**src/rtl/maze_move_ctrl_if.sv**
```systemverilog
// Keyboard command and wall-map port bundle for maze_move_ctrl.
// slave is the controller side; master is the keyboard/memory side.
interface maze_move_ctrl_if #(
  parameter int X_BITS = 4,
  parameter int Y_BITS = 4
);
  logic                     signal;
  logic [1:0]               data;
  logic [X_BITS+Y_BITS-1:0] map_addr;
  logic                     map_rd_en;
  logic                     map_rd_data;

  modport slave (
    input  signal,
    input  data,
    input  map_rd_data,
    output map_addr,
    output map_rd_en
  );

  modport master (
    output signal,
    output data,
    output map_rd_data,
    input  map_addr,
    input  map_rd_en
  );
endinterface

```
**src/rtl/maze_move_ctrl.sv**
```systemverilog
// Player motion controller: turns keyboard direction strobes into maze moves,
// checking walls through a one-cycle-latency map read.
module maze_move_ctrl #(
  parameter int X_BITS    = 4,
  parameter int Y_BITS    = 4,
  parameter int START_X   = 0,
  parameter int START_Y   = 0,
  parameter int START_DIR = 0,
  parameter int GOAL_X    = 15,
  parameter int GOAL_Y    = 15
) (
  input  logic              clk,
  input  logic              rst,
  maze_move_ctrl_if.slave   bus,
  output logic [X_BITS-1:0] pos_x,
  output logic [Y_BITS-1:0] pos_y,
  output logic [1:0]        heading,
  output logic [15:0]       move_cnt,
  output logic              busy,
  output logic              bump,
  output logic              goal
);

  localparam int AW = X_BITS + Y_BITS;
  localparam logic [X_BITS-1:0] SX = X_BITS'(START_X);
  localparam logic [Y_BITS-1:0] SY = Y_BITS'(START_Y);
  localparam logic [1:0]        SD = 2'(START_DIR);
  localparam logic [X_BITS-1:0] GX = X_BITS'(GOAL_X);
  localparam logic [Y_BITS-1:0] GY = Y_BITS'(GOAL_Y);
  localparam logic [X_BITS:0]   X1 = (X_BITS+1)'(1);
  localparam logic [Y_BITS:0]   Y1 = (Y_BITS+1)'(1);
  localparam logic AT_GOAL = (SX == GX) && (SY == GY);

  typedef enum logic [1:0] {
    IDLE,
    FETCH,
    CHECK,
    DONE
  } state_t;

  state_t state, state_n;

  logic              sig_q;
  logic              cmd;
  logic [X_BITS-1:0] tx, tx_n, x_n;
  logic [Y_BITS-1:0] ty, ty_n, y_n;
  logic [1:0]        hd_n;
  logic [15:0]       cnt_n;
  logic              bump_n, goal_n, rd_n;
  logic [AW-1:0]     addr_n;
  logic [X_BITS:0]   ex;
  logic [Y_BITS:0]   ey;
  logic              oob;

  assign cmd  = bus.signal & ~sig_q;
  assign busy = (state == FETCH) || (state == CHECK);

  // One extra bit catches both underflow and overflow past the maze edge.
  always_comb begin
    ex = {1'b0, pos_x};
    ey = {1'b0, pos_y};
    unique case (heading)
      2'd0: ey = ey - Y1;
      2'd1: ex = ex + X1;
      2'd2: ey = ey + Y1;
      2'd3: ex = ex - X1;
      default: ;
    endcase
    oob = ex[X_BITS] | ey[Y_BITS];
  end

  always_comb begin
    state_n = state;
    x_n     = pos_x;
    y_n     = pos_y;
    hd_n    = heading;
    cnt_n   = move_cnt;
    goal_n  = goal;
    bump_n  = 1'b0;
    rd_n    = 1'b0;
    addr_n  = bus.map_addr;
    tx_n    = tx;
    ty_n    = ty;
    unique case (state)
      IDLE: begin
        if (cmd && !goal) begin
          unique case (1'b1)
            (bus.data == 2'd2): hd_n = heading - 2'd1;
            (bus.data == 2'd3): hd_n = heading + 2'd1;
            (bus.data == 2'd1): begin
              if (oob) begin
                bump_n = 1'b1;
              end else begin
                tx_n    = ex[X_BITS-1:0];
                ty_n    = ey[Y_BITS-1:0];
                addr_n  = {ey[Y_BITS-1:0], ex[X_BITS-1:0]};
                rd_n    = 1'b1;
                state_n = FETCH;
              end
            end
            default: ;
          endcase
        end
      end
      FETCH: state_n = CHECK;
      CHECK: begin
        if (bus.map_rd_data) begin
          bump_n  = 1'b1;
          state_n = IDLE;
        end else begin
          x_n = tx;
          y_n = ty;
          if (move_cnt != 16'hFFFF)
            cnt_n = move_cnt + 16'd1;
          if (tx == GX && ty == GY) begin
            goal_n  = 1'b1;
            state_n = DONE;
          end else begin
            state_n = IDLE;
          end
        end
      end
      DONE: ;
      default: state_n = IDLE;
    endcase
  end

  always_ff @(posedge clk) begin
    if (rst) begin
      state         <= AT_GOAL ? DONE : IDLE;
      sig_q         <= 1'b0;
      pos_x         <= SX;
      pos_y         <= SY;
      heading       <= SD;
      move_cnt      <= 16'd0;
      goal          <= AT_GOAL;
      bump          <= 1'b0;
      bus.map_rd_en <= 1'b0;
      bus.map_addr  <= '0;
      tx            <= '0;
      ty            <= '0;
    end else begin
      state         <= state_n;
      sig_q         <= bus.signal;
      pos_x         <= x_n;
      pos_y         <= y_n;
      heading       <= hd_n;
      move_cnt      <= cnt_n;
      goal          <= goal_n;
      bump          <= bump_n;
      bus.map_rd_en <= rd_n;
      bus.map_addr  <= addr_n;
      tx            <= tx_n;
      ty            <= ty_n;
    end
  end

endmodule

```
**src/flat_wrapper.sv**
```systemverilog
// flat-port wrapper written by rule: the top's interface ports become plain ports
module maze_move_ctrl_flat 
#(
  parameter int X_BITS    = 4,
  parameter int Y_BITS    = 4,
  parameter int START_X   = 0,
  parameter int START_Y   = 0,
  parameter int START_DIR = 0,
  parameter int GOAL_X    = 15,
  parameter int GOAL_Y    = 15
)
  (clk, rst, pos_x, pos_y, heading, move_cnt, busy, bump, goal, bus_signal, bus_data, bus_map_rd_data, bus_map_addr, bus_map_rd_en);
  maze_move_ctrl_if #(.X_BITS(X_BITS), .Y_BITS(Y_BITS)) bus_i ();
  input  logic clk;
  input  logic rst;
  output logic [X_BITS-1:0] pos_x;
  output logic [Y_BITS-1:0] pos_y;
  output logic [1:0] heading;
  output logic [15:0] move_cnt;
  output logic busy;
  output logic bump;
  output logic goal;
  input wire logic [$bits(bus_i.signal)-1:0] bus_signal;
  input wire logic [$bits(bus_i.data)-1:0] bus_data;
  input wire logic [$bits(bus_i.map_rd_data)-1:0] bus_map_rd_data;
  output wire logic [$bits(bus_i.map_addr)-1:0] bus_map_addr;
  output wire logic [$bits(bus_i.map_rd_en)-1:0] bus_map_rd_en;
  assign bus_i.signal = bus_signal;
  assign bus_i.data = bus_data;
  assign bus_i.map_rd_data = bus_map_rd_data;
  assign bus_map_addr = bus_i.map_addr;
  assign bus_map_rd_en = bus_i.map_rd_en;
  maze_move_ctrl #(.X_BITS(X_BITS), .Y_BITS(Y_BITS), .START_X(START_X), .START_Y(START_Y), .START_DIR(START_DIR), .GOAL_X(GOAL_X), .GOAL_Y(GOAL_Y)) u_core (.clk(clk), .rst(rst), .bus(bus_i), .pos_x(pos_x), .pos_y(pos_y), .heading(heading), .move_cnt(move_cnt), .busy(busy), .bump(bump), .goal(goal));
endmodule
```
**config.mk**
```make
export PLATFORM = sky130hd
export DESIGN_NAME = maze_move_ctrl_flat
export DESIGN_NICKNAME = d
export VERILOG_FILES = /design/src/rtl/maze_move_ctrl_if.sv /design/src/rtl/maze_move_ctrl.sv /design/src/flat_wrapper.sv
export SDC_FILE = /design/constraint.sdc
export NUM_CORES = 1
export LEC_CHECK = 0
export ABC_AREA = 0
export CORE_MARGIN = 3
export CORE_UTILIZATION = 40
export DETAILED_ROUTE_END_ITERATION = 8
export PLACE_DENSITY = 0.67
export RECOVER_POWER = 25
export SETUP_SLACK_MARGIN = 0.5
export SLEW_MARGIN = 15
export SYNTH_ARGS = -nofsm -noshare
export SYNTH_HDL_FRONTEND = slang
export SYNTH_SLANG_ARGS = --single-unit
```
**constraint.sdc**
```tcl
create_clock -name clk -period 2.7 [get_ports clk]
set_clock_uncertainty 0.2 [all_clocks]
set_input_delay 0.405 -clock clk [delete_from_list [all_inputs] [get_ports clk]]
set_output_delay 0.405 -clock clk [all_outputs]
set_load 0.03 [all_outputs]
```
==> out/metrics.cfg <==
[pwr]
vdd_ir_drop_max_mv = 0.2672
powerDensity_nw_per_um2 = 456.4
total_leakage_power_nw = 1.111

[synthesis]
syn_area_sq_um = 2201
synth-warning-count = 0
share_of_the_synthesized_netlist_area_taken_by_xor_and_xnor_gates_pct = 8.755
mappedNetlistNets = 280
postSynth.topFlopCell = dfxtp_1
synth_compound_area_share_pct = 16.83
synthMuxAreaShare_pct = 0.9096
synth-seq-area-share_pct = 36.38
synth.distinct_cells = 50
synth-edff-count = 0
yosys.area_share.simple_pct = 24.90
postSynthCellCount = 259
synth_async_sr_flop_share_pct = 0
yosys.area_share.adder_pct = 8.869
synth_seq_cells = 40
combinational_family_with_the_most_area_after_synthesis = simple AND/OR/NAND/NOR gates
syn_area_per_cell_sq_um = 8.498

[global_route]
global_route_wire_length_before_repair_um = 9239
grt_max_degree = 43
antenna_violations_before_repair = 0
grt_overflow = 0
all_layer_global_routing_usage_pct = 18.13
first_global_vias = 1996

[timing]
rsz0062_at_grt = true
worst_pin_slew_ps = 928.3
number_of_endpoints_failing_setup_at_the_final_stage = 0
final_hold_viol_count = 0
final_min_period_over_clock_period_pct = 88.84
final_critical_path_setup_slack_ps = 301.4
fmaxAchievable_mhz = 416.9
finalMaxSlewViolations = 0
setup_total_negative_slack_ps = 0
period_minus_slack_ps = 2399
slew_headroom_pct = 38.11

[critical_path]
r2r_slack_ps = 300
regToRegEndpoint = u_core.bus.map_addr[3]
startpoint = u_core.heading[0]
crit_type = reg2reg
rr_startpoint = u_core.heading[0]
crit_path_launch_type = register
end_kind = register
crit_fanout = 4
critical_path_required_ps = 2710
worst_r2r_path_depth = 10
worstSetupEndpoint = u_core.bus.map_addr[3]
critPathArrivalTime_ps = 2410

[job]
maxCapViolCount = 0

[placement]
port-buffer-count = 43
placer_s_final_routability_congestion_estimate = 0.7642
placedInstanceArea_sq_um = 2763
post-dp-hpwl_um = 3709
dp_slack_ps = 225.5

[outcome]
status = complete, no violations

[drt]
number_of_drc_markers_after_the_initial_detailed_route_iteration = 158
met3_wirelength_um = 269
drc = 0
num_vias = 2064
detail-route-antenna-nets = 0
vias_per_cell = 5.252
route.top_layer_used = met4
routedWlPerCell_um = 14.17
drt-met1-wl_um = 2681
routed_wirelength_um = 5570
dr_wl_met2_um = 2570
drt-pass1-iter-count = 4

[clock_tree]
clock_path_buffers = 2
cts_htree_levels = 2
numClockSinks = 40
cts_hold_buf = 0
cts_buffers = 5
tritoncts = built
clkSlewWorstSetupHoldPaths_ps = 80
worst_skew_pair_later_pin_latency_ps = 290
cts.root.buffer_cell = clkbuf_8

[final_layout]
finish.net_count = 343
drive_gt1_share_pct = 21.36
commonest_cells_after_routing_fill_and_taps_aside = clkdlybuf4s50_1 (37), dfxtp_1 (36), nand2_1 (28)
finish.instance_area_sq_um = 3158
n_fill_cell = 464
antenna-diode-count = 0
syn_to_final_growth_pct = 43.49
layout_commonest_cell = clkdlybuf4s50_1

[floorplan]
io_pins = 44
die_height_um = 80.18
core_area_sq_um = 5205
die_w_um = 80.18
die-area_sq_um = 6428
placement_rows = 26
start_util_pct = 42.28

[min_path]
worst_hold_path_type = reg2reg

-- cell usage after synthesis (8+ instances only) --
library cell  instances  area share [%]
xor2_1                8             3.2
dfxtp_1              40              36
nand4_1               8             2.3
nand2_1              28             4.8
nor2_1               31             5.3
ha_1                 14             8.0
o21ai_0              11             2.5
a21oi_1              22             5.0
xnor2_1              14             5.6
inv_1                 8             1.4
-- worst min path at each step --
| stage | startpoint | end | depth (start not counted) |
|---|---|---|---|
| 5_1_grt | u_core.ty[0] | u_core.pos_y[0] | 2 |
| 6_report | u_core.ty[0] | u_core.pos_y[0] | 2 |
| 3_3_place_gp | u_core.ty[0] | u_core.pos_y[0] | 2 |
| 2_1_floorplan | u_core.state[1] | u_core.state[1] | 2 |
| 3_5_place_dp | u_core.ty[0] | u_core.pos_y[0] | 2 |
| 4_1_cts | u_core.ty[0] | u_core.pos_y[0] | 2 |
-- critical path, stage by stage (launching register included) --
cell,delay [ps]
dfxtp_4,390
inv_4,40
ha_4,160
fa_2,350
nand2b_4,170
a211o_1,340
o211ai_1,190
buf_4,210
buf_6,100
o21ai_2,40
a21oi_1,130
-- kinds of logic (layout without fill, tap and decap cells) --
| family | count (synthesis) | after routing |
|---|---|---|
| buf+inv | 17 | 81 |
| mux | 2 | 2 |
| flops | 40 | 40 |
| simple gates | 108 | 108 |
| fa+ha+maj | 15 | 15 |
| xor+xnor | 22 | 22 |
| compound gates | 55 | 55 |
-- per-stage QoR --
step                util (%)  total power [mW]  hold slack [ps]  instances
floorplan                  -            0.8322            284.4        259
global placement       53.08            0.9029            283.8        367
detailed placement     53.08            0.9037            285.9        367
CTS                    58.58             1.425            296.5        387
global route           60.67             1.509            314.3        393
finish                 60.67             1.441            298.8        393
-- routing by layer --
| layer | track usage (%) | vias up |
|---|---|---|
| li1 | - | 1028 |
| met2 | 30.13 | 47 |
| met4 | 5.574 | 0 |
| met3 | 4.596 | 4 |
| met1 | 22.93 | 985 |
| met5 | 0 | - |
-- where the power goes --
part / total [mW] / internal [mW] / switching [mW]
sequential: 0.632 / 0.609 / 0.0235
clock: 0.494 / 0.274 / 0.221
combinational: 0.315 / 0.143 / 0.172
total: 1.44 / 1.03 / 0.416
-- flip-flops by register name, indices dropped and copies added, names as in the netlist, 2 cells and up --
name,cells
u_core.ty,4
u_core.heading,2
u_core.tx,3
u_core.move_cnt,16
u_core.state,2
u_core.pos_y,4
u_core.pos_x,4
-- what timing repair did --
| item | 4_1_cts | 5_1_grt |
|---|---|---|
| endpoints found under the setup margin | 12 | 14 |
| buffers inserted | 12 | 6 |
| gates resized for setup | 15 | 18 |
| pin swaps | 13 | 13 |
-- cell type report --
type                       count  area (sq um)  share of cell area [%]
sequential                    40         810.8                   25.67
tap                           70         87.58                   2.773
inverter                       8         32.53                   1.030
clock inverter                 3         42.54                   1.347
multi-input combinational    202          1519                   48.10
timing repair buffer          65         596.8                   18.90
clock buffer                   5         68.82                   2.179
Power figures use the tool's default switching activity.
